[src/rtl/comm_pkg.sv]
`default_nettype none
// ==========================================================================
// comm_pkg : shared types and width helpers for the N-byte command master
// Rev 1.0
// ==========================================================================
package comm_pkg;

  typedef enum logic [1:0] {
    IDLE    = 2'd0,
    LOAD    = 2'd1,
    TX_WAIT = 2'd2,
    RX_WAIT = 2'd3
  } state_t;

  // Widths depend on the instantiating module's parameters, so they are
  // provided as constant functions rather than fixed localparams.
  function automatic int cmd_cnt_w(input int cmd_bytes);
    return $clog2(cmd_bytes + 1);
  endfunction

  function automatic int rsp_cnt_w(input int rsp_bytes);
    return $clog2(rsp_bytes + 1);
  endfunction

  function automatic int to_w(input int timeout_cyc);
    return (timeout_cyc < 2) ? 1 : $clog2(timeout_cyc);
  endfunction

endpackage
`default_nettype wire

[src/rtl/comm_timeout.sv]
`default_nettype none
// ==========================================================================
// comm_timeout : loadable down-counter flagging an expired response window
// Rev 1.0
// ==========================================================================
module comm_timeout
  import comm_pkg::*;
#(
  parameter int TIMEOUT_CYC = 1_000_000
) (
  input  logic clk,
  input  logic rst_n,
  input  logic load,
  input  logic en,
  output logic expired
);

  localparam int              TO_W   = to_w(TIMEOUT_CYC);
  localparam logic [TO_W-1:0] RELOAD = TO_W'(TIMEOUT_CYC - 1);

  logic [TO_W-1:0] count;

  always_ff @(posedge clk or negedge rst_n) begin
    if (!rst_n) begin
      count <= '0;
    end else if (load) begin
      count <= RELOAD;
    end else if (en && (count != '0)) begin
      count <= count - TO_W'(1);
    end
  end

  // Expiry is the TIMEOUT_CYC-th enabled cycle after a load.
  assign expired = en && (count == '0);

endmodule
`default_nettype wire

[src/rtl/comm_master_nbyte.sv]
`default_nettype none
// ==========================================================================
// comm_master_nbyte : sends a CMD_BYTES command over a byte UART, then
// collects a RSP_BYTES response under a per-byte timeout.  Rev 1.0
// ==========================================================================
module comm_master_nbyte
  import comm_pkg::*;
#(
  parameter int CMD_BYTES   = 2,
  parameter int RSP_BYTES   = 1,
  parameter int TIMEOUT_CYC = 1_000_000
) (
  input  logic                   clk,
  input  logic                   rst_n,
  input  logic                   snd_cmd,
  input  logic [8*CMD_BYTES-1:0] cmd,
  output logic                   trmt,
  output logic [7:0]             tx_data,
  input  logic                   tx_done,
  input  logic                   rx_rdy,
  input  logic [7:0]             rx_data,
  output logic                   clr_rdy,
  output logic                   busy,
  output logic                   cmd_cmplt,
  output logic                   resp_cmplt,
  output logic                   timeout,
  output logic [8*RSP_BYTES-1:0] resp
);

  localparam int CMD_W     = 8 * CMD_BYTES;
  localparam int RSP_W     = 8 * RSP_BYTES;
  localparam int CMD_CNT_W = cmd_cnt_w(CMD_BYTES);
  localparam int RSP_CNT_W = rsp_cnt_w(RSP_BYTES);

  state_t                 state, state_nxt;
  logic [CMD_W-1:0]       shreg;
  logic [7:0]             tx_byte;
  logic                   gap;
  logic [CMD_CNT_W-1:0]   sent_cnt;
  logic [RSP_CNT_W-1:0]   rx_cnt;
  logic [RSP_W-1:0]       resp_q;
  logic                   cmd_cmplt_q, resp_cmplt_q, timeout_q;

  logic accept, tx_more, tx_last, reload_byte;
  logic rx_take, rx_last, rx_expire;
  logic to_load, to_en, to_expired;

  comm_timeout #(
    .TIMEOUT_CYC(TIMEOUT_CYC)
  ) u_timeout (
    .clk    (clk),
    .rst_n  (rst_n),
    .load   (to_load),
    .en     (to_en),
    .expired(to_expired)
  );

  always_ff @(posedge clk or negedge rst_n) begin
    if (!rst_n) begin
      state <= IDLE;
    end else begin
      state <= state_nxt;
    end
  end

  always_comb begin
    state_nxt   = state;
    accept      = 1'b0;
    tx_more     = 1'b0;
    tx_last     = 1'b0;
    reload_byte = 1'b0;
    rx_take     = 1'b0;
    rx_last     = 1'b0;
    rx_expire   = 1'b0;
    case (state)
      IDLE: begin
        if (snd_cmd) begin
          accept    = 1'b1;
          state_nxt = LOAD;
        end
      end
      LOAD: begin
        state_nxt = TX_WAIT;
      end
      TX_WAIT: begin
        // After a shift, one cycle refreshes the registered tx byte.
        if (gap) begin
          reload_byte = 1'b1;
          state_nxt   = LOAD;
        end else if (tx_done) begin
          if (sent_cnt == CMD_CNT_W'(CMD_BYTES - 1)) begin
            tx_last   = 1'b1;
            state_nxt = RX_WAIT;
          end else begin
            tx_more = 1'b1;
          end
        end
      end
      RX_WAIT: begin
        // A byte arriving on the expiry cycle takes priority.
        if (rx_rdy) begin
          rx_take = 1'b1;
          if (rx_cnt == RSP_CNT_W'(RSP_BYTES - 1)) begin
            rx_last   = 1'b1;
            state_nxt = IDLE;
          end
        end else if (to_expired) begin
          rx_expire = 1'b1;
          state_nxt = IDLE;
        end
      end
      default: begin
        state_nxt = IDLE;
      end
    endcase
  end

  always_ff @(posedge clk or negedge rst_n) begin
    if (!rst_n) begin
      shreg        <= '0;
      tx_byte      <= '0;
      gap          <= 1'b0;
      sent_cnt     <= '0;
      rx_cnt       <= '0;
      resp_q       <= '0;
      cmd_cmplt_q  <= 1'b0;
      resp_cmplt_q <= 1'b0;
      timeout_q    <= 1'b0;
    end else begin
      cmd_cmplt_q  <= tx_last;
      resp_cmplt_q <= rx_last;
      timeout_q    <= rx_expire;
      if (accept) begin
        shreg    <= cmd;
        tx_byte  <= cmd[CMD_W-1 -: 8];
        sent_cnt <= '0;
        gap      <= 1'b0;
      end
      if (tx_more) begin
        shreg    <= shreg << 8;
        sent_cnt <= sent_cnt + CMD_CNT_W'(1);
        gap      <= 1'b1;
      end
      if (reload_byte) begin
        tx_byte <= shreg[CMD_W-1 -: 8];
        gap     <= 1'b0;
      end
      if (tx_last) begin
        resp_q <= '0;
        rx_cnt <= '0;
      end
      if (rx_take) begin
        resp_q <= (resp_q << 8) | RSP_W'(rx_data);
        rx_cnt <= rx_cnt + RSP_CNT_W'(1);
      end
    end
  end

  assign to_load = tx_last | rx_take;
  assign to_en   = (state == RX_WAIT) & ~rx_rdy;

  // Bytes are consumed in every state; only RX_WAIT keeps them.
  assign clr_rdy    = rx_rdy & rst_n;
  assign trmt       = (state == LOAD);
  assign tx_data    = tx_byte;
  assign busy       = (state != IDLE);
  assign cmd_cmplt  = cmd_cmplt_q;
  assign resp_cmplt = resp_cmplt_q;
  assign timeout    = timeout_q;
  assign resp       = resp_q;

endmodule
`default_nettype wire

[config.mk]
export PLATFORM = sky130hd
export DESIGN_NAME = comm_master_nbyte
export DESIGN_NICKNAME = d
export VERILOG_FILES = /design/src/rtl/comm_pkg.sv /design/src/rtl/comm_timeout.sv /design/src/rtl/comm_master_nbyte.sv
export SDC_FILE = /design/constraint.sdc
export NUM_CORES = 1
export LEC_CHECK = 0
export ABC_AREA = 0
export CAP_MARGIN = 20
export CELL_PAD_IN_SITES_DETAIL_PLACEMENT = 1
export CELL_PAD_IN_SITES_GLOBAL_PLACEMENT = 1
export CORE_MARGIN = 8
export CORE_UTILIZATION = 48
export DETAILED_ROUTE_END_ITERATION = 8
export DONT_BUFFER_PORTS = 1
export GPL_TIMING_DRIVEN = 0
export HOLD_SLACK_MARGIN = 0.06
export PLACE_DENSITY = 0.87
export SYNTH_ARGS = -nofsm -noshare
export SYNTH_HDL_FRONTEND = slang
export SYNTH_SLANG_ARGS = --single-unit
[constraint.sdc]
create_clock -name clk -period 1.95 [get_ports clk]
set_input_delay 0.4875 -clock clk [delete_from_list [all_inputs] [get_ports clk]]
set_output_delay 0.4875 -clock clk [all_outputs]
set_load 0.01 [all_outputs]
==> qor.csv <==
stage;metric;value;unit
status;outcome;completed;
power_and_ir_drop;p_leak;0.00151;uW
worst_setup_path;crit_path_end_kind;register;
worst_setup_path;crit_type;reg2reg;
sta;holdWs;259;ps
grt;grt_pass1_vias;2549;
sta;max_freq;0.541;GHz
cts;cts.clk_slew.worst_paths;80;ps
route;via_count;2324;
synthesis;synth_ff_type;dfrtp_1;
sta;period_share;94.8;%
grt;grt_pass1_wl;12600;um
power_and_ir_drop;p_switching;1720;uW
sta;skew;6.77;ps
sta;hold_viol_final;0;
power_and_ir_drop;power.density;1390;nW/um^2
placement;place_congestion;0.767;
grt;antenna_found_initial;0;
sta;finalSetupViolations;0;
sta;setup_tns;0;ps
worst_setup_path;critPathMaxFanout;5;
floorplanning;start_util;49.6;%
floorplanning;coreArea;5920;sq um
cts;root_buffer;clkbuf_8;
job;cap_violations;0;
sta;rsz0062_at_grt;no;
route;routed_wl;7610;um
power_and_ir_drop;p_comb_share;26.9;%
synthesis;ys_warn_count;0;
synthesis;syn_inst;307;
route;final_antenna_net_count;0;
synthesis;synthTopCellsByArea;dfrtp_1, mux2i_1, nand2_1;
grt;grt-ovfl-total;0;
grt;grt_max_degree;62;
route;drt_iter0_drc;53;
power_and_ir_drop;seq_power_share;45.5;%
cts;cts.sinks;61;
power_and_ir_drop;clockPowerShare;27.6;%
layout;layout-drive-gt1-share;10.7;%
layout;num-fill-cells;674;
synthesis;synthesis.area;2930;sq um
route;drt-vias-per-instance;5.77;
cts;cts-buffers-inserted;9;
synthesis;synth-edff-count;0;
synthesis;yosys-top-cells-count;nand2_1, dfrtp_1, mux2i_1;
cts;clkLatencyLatePin;340;ps
sta;slew_headroom;59.0;%
placement;numPortBuffers;0;
route;drt-wirelength-per-cell;18.9;um
power_and_ir_drop;internal_power;2910;uW
synthesis;yosysUniqueCellTypes;39;
synthesis;synth_area_per_cell;9.56;sq um
sta;worst_pin_slew;612;ps
layout;diodes;0;
cts;cts_tree;done;
floorplanning;die_y;94.2;um
power_and_ir_drop;peakVddDrop;734;uV
synthesis;async_flop_share;100;%
synthesis;synth.net_count;339;
layout;area_growth_syn_to_layout;13.4;%
worst_setup_path;worstSetupStartpointType;register;
synthesis;ys_ff_latch;61;
cts;htreeDepth;3;
synthesis;yosysTopAreaCell;dfrtp_1;
worst_setup_path;required;2180;ps
worst_setup_path;arrival;2080;ps
grt;grt.total_usage;18.2;%
layout;fin_nets;355;
floorplanning;rows;28;
route;first_pass_iters;4;
sta;drv_slew;0;
synthesis;ys_seq_area_share;52.0;%
route;drc;0;
synthesis;yosysMostFrequentCell;nand2_1;
floorplanning;design.portCount;51;
sta;fin_crit;1850;ps
placement;hpwl;5400;um
synthesis;yosys.area.top_type_share;52.0;%
cts;clk_path_buf_depth;2;
power_and_ir_drop;p_sw_share;37.2;%
power_and_ir_drop;total_power;4620;uW
floorplanning;fp.dieW;94.2;um
hold_path;hp-class;in2reg;
floorplanning;die_area;8870;sq um
layout make-up:
class	instances	area (sq um)	share of cell area, %
multi-input combinational	226	1340	40.2
timing repair buffer	5	60.1	1.81
clock buffer	10	128	3.84
inverter	6	22.5	0.677
clock inverter	6	95.1	2.86
tap	75	93.8	2.82
buffer	14	62.6	1.88
sequential	61	1530	45.9
path summary, 6_finish.rpt:
path	cells after the start	endpoint	startpoint	slack, ps
worst max-delay path	4	u_timeout.count[19]	u_timeout.count[14]	100
worst min-delay path	2	resp[5]	rx_data[5]	260
worst max register to register	4	u_timeout.count[19]	u_timeout.count[14]	100
worst min register to register	1	sent_cnt[0]	sent_cnt[0]	490
max in group asynchronous	2	u_timeout.count[17]	rst_n	1010
min in group asynchronous	2	u_timeout.count[4]	rst_n	660
through the flow:
step | cells | setup slack (ps) | instance area, sq um | util [%]
2_1_floorplan | 307 | 278 | 2930 | -
3_3_place_gp | 382 | -109 | 3030 | 51.1
3_5_place_dp | 382 | -167 | 3030 | 51.1
4_1_cts | 403 | 56.4 | 3310 | 56.0
5_1_grt | 403 | 17.2 | 3330 | 56.2
6_report | 403 | 101 | 3330 | 56.2
repair_timing:
| item | CTS | global route |
|---|---|---|
| hold buffers | 2 | 0 |
| setup buffers | 3 | 0 |
| gates resized for setup | 1 | 4 |
| endpoints found under the hold margin | 61 | 0 |
| pin swaps | 2 | 1 |
| cloned | 0 | 0 |
| endpoints found under the setup margin | 12 | 11 |
layer usage:
| metal | part of all wire (%) | vias to the layer above | track usage, % |
|---|---|---|---|
| li1 | - | 1109 | - |
| met1 | 43 | 1156 | 21.3 |
| met2 | 50 | 46 | 29.9 |
| met3 | 5.1 | 13 | 6.00 |
| met4 | 1.5 | 0 | 7.27 |
| met5 | 0 | - | 0 |
sequential cells by signal, summed over array words and instances, names as in the netlist:
signal	count
sent_cnt	2
cmd_cmplt	1
state	2
gap	1
tx_data	8
u_timeout.count	20
timeout	1
resp	8
resp_cmplt	1
shreg	16
rx_cnt	1
worst max-delay path: stages (launching register included):
cell     delay, ps
dfrtp_1        440
or4_4          590
nor4_4         360
nand4_1        190
mux2i_1        150
power groups by stage:
stage	clock [uW]	combinational [uW]	sequential [uW]
floorplan	0	943	2010
global placement	0	1120	2090
detailed placement	0	1210	2130
CTS	1300	1260	2110
global route	1350	1420	2160
finish	1280	1240	2100
kinds of logic after synthesis:
family          Yosys count  share of synthesized area, %
compound gates           56                          11.7
fa+ha+maj                 3                          1.28
buf+inv                  20                          2.86
flops                    61                          52.0
mux                      27                          9.21
simple gates            140                          22.9
cells in the final DEF, fill, tap and decap left out, types with 2 or more instances in the layout:
cell type	n
and3b_1	2
nor2b_1	2
clkinv_4	3
a22oi_1	8
bufinv_16	2
and2_1	7
clkbuf_8	9
buf_1	2
nor3_1	10
nor4_1	2
or3_1	3
dfrtp_1	61
mux2i_1	27
buf_2	7
buf_4	3
nand4b_1	2
a31oi_1	2
clkbuf_1	5
inv_1	6
o211ai_1	7
o21ai_1	3
and3_1	2
a21o_1	3
o21ai_0	17
nand3_1	4
nor2_1	21
nand2_1	71
a21oi_1	11
ha_1	3
nand4_1	4
Note: power is estimated with default switching activity, not from simulation.
